<file path="config.mk">
export PLATFORM = sky130hd
export DESIGN_NAME = pipeline_hazard_ctrl
export DESIGN_NICKNAME = d
export VERILOG_FILES = /design/src/rtl/pipeline_hazard_ctrl.sv
export SDC_FILE = /design/constraint.sdc
export NUM_CORES = 1
export LEC_CHECK = 0
export BUFFER_PORTS_ARGS = -buffer_cell sky130_fd_sc_hd__buf_4
export CAP_MARGIN = 30
export CORE_MARGIN = 2
export CORE_UTILIZATION = 43
export DETAILED_ROUTE_END_ITERATION = 12
export GPL_TIMING_DRIVEN = 0
export MAX_ROUTING_LAYER = met4
export PLACE_DENSITY = 0.67
export SYNTH_ARGS = -nofsm -noshare
export SYNTH_HDL_FRONTEND = slang
export SYNTH_SLANG_ARGS = --single-unit
</file>
<file path="constraint.sdc">
create_clock -name Clock -period 2.3 [get_ports Clock]
set_clock_uncertainty 0.2 [all_clocks]
set_input_delay 0.46 -clock Clock [delete_from_list [all_inputs] [get_ports Clock]]
set_output_delay 0.46 -clock Clock [all_outputs]
set_load 0.01 [all_outputs]
</file>
<file path="src/rtl/pipeline_hazard_ctrl.sv">
// pipeline_hazard_ctrl: hazard, forwarding and stall controller with a registered tag pipeline
// Ports: Clock/Reset (sync, active-high); ID_* decoded ID-stage operand/destination info;
// Redirect taken branch from EX; PC/IFID/IDEX write enables, IFID_Flush, IDEX/EXMEM bubbles;
// Busy multi-cycle EX hold; FwdA_Sel/FwdB_Sel EX operand sources; Stall_Count/Flush_Count stats.
module pipeline_hazard_ctrl #(
  parameter int NUM_STAGES = 5,
  parameter int REG_ADDR_W = 5,
  parameter int MUL_LAT = 3,
  parameter int SEL_W = $clog2(NUM_STAGES)
) (
  input  logic                  Clock,
  input  logic                  Reset,
  input  logic                  ID_Valid,
  input  logic [REG_ADDR_W-1:0] ID_Rs,
  input  logic [REG_ADDR_W-1:0] ID_Rt,
  input  logic                  ID_UsesRs,
  input  logic                  ID_UsesRt,
  input  logic [REG_ADDR_W-1:0] ID_Dest,
  input  logic                  ID_RegWrite,
  input  logic                  ID_IsLoad,
  input  logic                  ID_IsMulti,
  input  logic                  Redirect,
  output logic                  PC_WriteEnable,
  output logic                  IFID_WriteEnable,
  output logic                  IFID_Flush,
  output logic                  IDEX_Bubble,
  output logic                  IDEX_WriteEnable,
  output logic                  EXMEM_Bubble,
  output logic                  Busy,
  output logic [SEL_W-1:0]      FwdA_Sel,
  output logic [SEL_W-1:0]      FwdB_Sel,
  output logic [15:0]           Stall_Count,
  output logic [15:0]           Flush_Count
);
  logic [NUM_STAGES-1:2] tValid, tRegWrite;
  logic [REG_ADDR_W-1:0] tDest [2:NUM_STAGES-1];
  logic [REG_ADDR_W-1:0] exRs, exRt;
  logic exUsesRs, exUsesRt, exIsLoad;
  logic [3:0] count;
  logic loadUse, fire, advance;
  assign Busy = count != 4'd0;
  always_comb begin
    loadUse = ID_Valid && tValid[2] && exIsLoad && tRegWrite[2] && tDest[2] != '0 &&
              ((tDest[2] == ID_Rs && ID_UsesRs) || (tDest[2] == ID_Rt && ID_UsesRt));
    fire = Redirect && !Busy;
    advance = !Busy && !Redirect && !loadUse;
    PC_WriteEnable = !Busy && (Redirect || !loadUse);
    IFID_WriteEnable = PC_WriteEnable;
    IFID_Flush = fire;
    IDEX_Bubble = !Busy && (Redirect || loadUse);
    IDEX_WriteEnable = !Busy;
    EXMEM_Bubble = Busy;
  end
  // descending scan so the youngest producer (smallest stage) wins
  always_comb begin
    FwdA_Sel = '0;
    FwdB_Sel = '0;
    for (int k = NUM_STAGES-1; k >= 3; k--) begin
      if (tValid[k] && tRegWrite[k] && tDest[k] != '0) begin
        if (tValid[2] && exUsesRs && tDest[k] == exRs) FwdA_Sel = SEL_W'(k);
        if (tValid[2] && exUsesRt && tDest[k] == exRt) FwdB_Sel = SEL_W'(k);
      end
    end
  end
  always_ff @(posedge Clock) begin
    if (Reset) begin
      tValid <= '0;
      count <= '0;
      Stall_Count <= '0;
      Flush_Count <= '0;
    end else begin
      if (!PC_WriteEnable && Stall_Count != 16'hFFFF) Stall_Count <= Stall_Count + 16'd1;
      if (fire && Flush_Count != 16'hFFFF) Flush_Count <= Flush_Count + 16'd1;
      count <= Busy ? count - 4'd1 : (advance && ID_Valid && ID_IsMulti) ? 4'(MUL_LAT-1) : 4'd0;
      for (int k = NUM_STAGES-1; k >= 4; k--) begin
        tValid[k] <= tValid[k-1];
        tRegWrite[k] <= tRegWrite[k-1];
        tDest[k] <= tDest[k-1];
      end
      tValid[3] <= tValid[2] && !Busy;
      tRegWrite[3] <= tRegWrite[2];
      tDest[3] <= tDest[2];
      if (!Busy) begin
        tValid[2] <= advance && ID_Valid;
        tRegWrite[2] <= ID_RegWrite;
        tDest[2] <= ID_Dest;
        exRs <= ID_Rs;
        exRt <= ID_Rt;
        exUsesRs <= ID_UsesRs;
        exUsesRt <= ID_UsesRt;
        exIsLoad <= ID_IsLoad;
      end
    end
  end
endmodule

</file>
### Word level (Yosys, flattened, before mapping)

Memories as Yosys holds them, arrays and structs flattened.
Cells that the tools add are included.

| word-level totals | value |
|---|---|
| input port bits | 24 |
| RAM bits | 15 |
| output and inout port bits | 45 |
| logic and storage cells | 79 |
| ROM bits | 0 |
| bits in latches | 0 |
| memories kept | 1 |
| flip-flop bits (word level) | 55 |

| cells by class | value |
|---|---|
| reduce and logical (&&, ||, !) cells | 39 |
| $add $sub $neg | 3 |
| shifts and indexed selects | 0 |
| $mul | 0 |
| equality and inequality tests | 8 |
| muxes and demuxes | 14 |
| bitwise gates (word level) | 2 |
| magnitude comparators | 0 |
| divide/modulo/power cells | 0 |

Memory list:

| name | depth | bits a word | rd ports | clocked after memory_dff | write ports | line | source |
|---|---|---|---|---|---|---|---|
| tDest | 3 | 5 | 3 | 0 | 3 | 36 | `logic [REG_ADDR_W-1:0] tDest [2:NUM_STAGES-1];` |

Operators by type and width:

| kind | count |
|---|---|
| 16-bit by 1-bit adder with 16-bit output, second input constant | 2 |
| 16-bit inequality test, second input constant | 2 |
| 5-bit == test | 6 |
| 1-bit logical AND | 27 |
| 3-bit 2-to-1 mux | 8 |
| 5-bit nonzero test | 3 |
| 1-bit zero test | 4 |
| 1-bit 2-to-1 mux | 4 |
| 4-bit 2-to-1 mux | 1 |
| 4-bit nonzero test | 1 |
| 4-bit by 1-bit subtractor with 4-bit output, second input constant | 1 |
| 1-bit logical OR | 3 |
| 2-bit 2-to-1 mux | 1 |
| 1-bit NOT | 2 |
| 2-bit AND reduction | 1 |

### Depth between registers and ports, before layout

| depth | value |
|---|---|
| word-level depth | 11 |
| gate-level depth with buffers | 10 |

### Least setup slack after synthesis

No wires, ideal clock.

| timing | value |
|---|---|
| path type | register -> register |
| start point | reg count[0] |
| end point | reg exIsLoad (enable) |
| setup time | 0.396 ns |
| arrival time | 1.758 ns |
| stages on the path, launching flop included | 7 |
| period minus slack after synthesis | 2.354 ns |
| slack | -0.054 ns |
| path through | dfxtp_1 -> inv_1 -> ha_1 -> and2_1 -> buf_2 -> inv_2 -> nor2_1 |

| between the ends | value |
|---|---|
| longest elaborated chain between the ends | 3 |

Ends and longest elaborated chain:

| what | line | source |
|---|---|---|
| start: declaration | 39 | `logic [3:0] count;` |
| start signal: assignment | 74 | `count <= Busy ? count - 4'd1 : (advance && ID_Valid && ID_IsMulti) ? 4'(MUL_LAT-1) : 4'd0;` |
| 4-bit nonzero test | 41 | `assign Busy = count != 4'd0;` |
| net Busy | 29 | `output logic Busy,` |
| 1-bit NOT (no line) | - |  |
| 2-bit AND reduction (no line) | - |  |
| end signal: assignment | 91 | `exIsLoad <= ID_IsLoad;` |
| end: declaration | 38 | `logic exUsesRs, exUsesRt, exIsLoad;` |

The timed path passes the listed nets, and every way through them passes these cells.
A chain may end at the register's enable or synchronous reset.

==> results.yml <==
synthesis:
  netlist_area_sq_um: 3218
  yosysSeqAreaShare: 0.5319
  synth.distinct_cells: 43
  synthDominantCellAreaShare: 0.2893
  ys_ff_latch: 70
  synthArstFlopShare: 0
  syn_area_per_cell_sq_um: 10.48
  synth_edf_count: 31
  synthTopCellsByArea: "edfxtp_1 (29%), dfxtp_1 (24%), xnor2_1 (8.4%)"
  syn_nets: 335
  ys.flop_type: "dfxtp_1"
  yosys_warnings: 0
  netlist_instances: 307
  synth_top_cell_by_area: "edfxtp_1"
cts:
  cts.sinks: 70
  cts_htree_levels: 3
  cts_tree: "done"
  path_clk_slew_ps: 70
  clk_latency_ps: 340
  cts-hold-fix-buffers: 0
  clockBufferDepth: 2
  cts_buffers: 9
  cts_root_buf: "clkbuf_8"
global_routing:
  grt_max_degree: 21
  grt.overflow.total: 0
  antenna_found_initial: 0
  grt_usage: 0.1858
  first_global_vias: 2497
  grt_pass1_wl_um: 11850
die:
  start_util: 0.4437
  die_w_um: 90.51
  dieArea_sq_um: 8192
  coreArea_sq_um: 7253
  die_h_um: 90.51
  rows: 31
  boundaryPins: 69
critical_path:
  cp.required_ps: 1640
  path_max_fanout: 4
  crit_path_start_kind: "flip-flop"
  r2r_cells: 9
  r2r-end: "Stall_Count[12]"
  reg2reg_from: "tDest[2][1]"
  cp_cell_sequence: "xnor2_2, nand4_1, o22ai_2, a31oi_4, buf_6, buf_8, buf_6, buf_6"
  cp.arrival_ps: 1990
  slowest_stage: "edfxtp_1"
  crit_type: "flip-flop to primary output"
  cp-end-kind: "primary output"
  crit_path_frequent_cell: "buf_6"
  ff2ff_setup_slack_ps: -110
  slowest_delay_ps: 470
  startpoint: "tDest[2][1]"
worst_hold_path:
  holdPathEnd: "tDest[2][4]"
  hold_start: "ID_Dest[4]"
  hp-class: "primary input to flip-flop"
  hold_path_depth: 1
layout:
  fin_nets: 434
  fin_util: 0.6250
  n_antenna_cell: 0
  syn_to_final_growth_pct: 40.86
  drive_gt1_frac: 0.3674
  design_area_sq_um: 4533
timing:
  hold_ws_ps: 94.15
  final-setup-viol-count: 24
  drv_slew: 0
  min_period_over_period: 1.153
  rsz0062_at_grt: "yes"
  timing.final.ws_setup_ps: -352.6
  max_freq_ghz: 0.3770
  worstMarginPinSlew_ps: 658.3
  final.min_clock_period_ps: 2653
  slew_headroom: 0.5612
  hold_viol_final: 0
power_and_ir_drop:
  p_leak_nw: 1.679
  powerDensity_nw_per_um2: 1046
  total_power_mw: 4.744
  peakVddDrop_v: 0.0006407
detailed_routing:
  drt_pre_antenna_iters: 4
  avgViaCountPerCell: 5.251
  wl_per_cell_um: 14.74
  vias: 2678
  drtAntennaViolNets: 0
  routed_wl_um: 7518
  drc: 0
  dr.first_iter.drc_count: 141
placement:
  place_area_sq_um: 3861
  place.gp.congestion: 0.8454
  dp_slack_ps: -457.7
  dp_hpwl_um: 5017
  portBuffers: 68
status:
  violations: "setup timing"
  status: "finished with violations"
run:
  max_cap_violations: 0
kinds of logic after synthesis:
logic type	synth area share
XOR/XNOR	0.1198
multiplexers	0.01361
AO/OA/AOI/OAI	0.08437
buffers and inverters	0.03577
flip-flops	0.5319
adder cells (fa/ha/maj)	0.01555
AND/OR/NAND/NOR	0.1991
state kept, by name, indices dropped and copies added, names as in the netlist:
| register | cells |
|---|---|
| tDest | 15 |
| count | 4 |
| tRegWrite | 3 |
| exUsesRs | 1 |
| tValid | 3 |
| exUsesRt | 1 |
| exRs | 5 |
| exRt | 5 |
| Stall_Count | 16 |
| Flush_Count | 16 |
| exIsLoad | 1 |
repair_timing:
item | 4_1_cts | 5_1_grt
gates cloned | 0 | 1
setup buffers | 18 | 5
pin swaps | 16 | 17
setup endpoints to repair | 31 | 33
gates resized for setup | 30 | 33
placed cells by master, fill, tap and decap left out, types with 4 or more instances in the layout:
master | synthesis | layout
buf_4 | 5 | 88
clkbuf_8 | 0 | 10
o21ai_0 | 5 | 5
edfxtp_1 | 31 | 31
o31ai_1 | 9 | 9
xor2_1 | 13 | 13
nand3_1 | 10 | 9
nand4_1 | 14 | 14
nor2_1 | 32 | 29
or4_1 | 12 | 10
a21oi_1 | 17 | 12
buf_6 | 0 | 7
clkbuf_1 | 4 | 5
nand2_1 | 18 | 18
dfxtp_1 | 39 | 36
or3_1 | 7 | 5
xnor2_1 | 31 | 28
inv_1 | 9 | 9
a21oi_2 | 0 | 4
cell type report:
class                      count  area, sq um
timing repair buffer          89        708.2
tap                           99        123.9
multi-input combinational    213         1623
clock inverter                 5        72.57
inverter                      10        45.04
sequential                    70         1718
clock buffer                  11        141.4
fill                         587         2720
buffer                        13        101.3
layer usage:
layer  routed length, um  track usage
met1                3402       0.2201
met2                3697       0.3035
met4                 104      0.07821
met5                   0            -
met3                 314      0.04424
worst max-delay path by stage:
| stage | endpoint | slack, ps |
|---|---|---|
| after floorplan | PC_WriteEnable | 3 |
| after global placement | PC_WriteEnable | -450 |
| after detailed placement | PC_WriteEnable | -460 |
| after CTS | PC_WriteEnable | -300 |
| after global routing | PC_WriteEnable | -470 |
| final | PC_WriteEnable | -350 |
metrics by stage:
step / setup TNS [ps] / cells
floorplan: 0 / 307
global placement: -2305 / 474
detailed placement: -2964 / 474
CTS: -2173 / 507
global route: -5384 / 510
finish: -2639 / 510
worst max-delay path, delay by kind of cell, from the launching register on:
| kind | cells | cell delay (ps) |
|---|---|---|
| flops | 1 | 470 |
| buf+inv | 4 | 470 |
| compound gates | 2 | 400 |
| xor+xnor | 1 | 180 |
| simple gates | 1 | 130 |
power by group:
part           switching, mW  internal (mW)  total (mW)
clock network          0.437          0.632        1.07
registers              0.184           1.55        1.74
logic                  0.921           1.02        1.94
cell usage after synthesis (2+ instances only):
cell type and count:
nor2b_1 3, ha_1 4, nand4_1 14, edfxtp_1 31, nor2_1 32, nand3_1 10, or4_1 12, a21oi_1 17
xor2_1 13, xnor2_1 31, nor4_1 5, inv_1 9, and4_1 2, nand2_1 18, o211ai_1 2, o21ai_0 5
dfxtp_1 39, mux2_2 3, o31ai_1 9, or3_1 7, or4b_1 2, buf_4 5, buf_2 5, and3_1 3
nor3_1 5, clkbuf_1 4
Power figures use the tool's default switching activity.
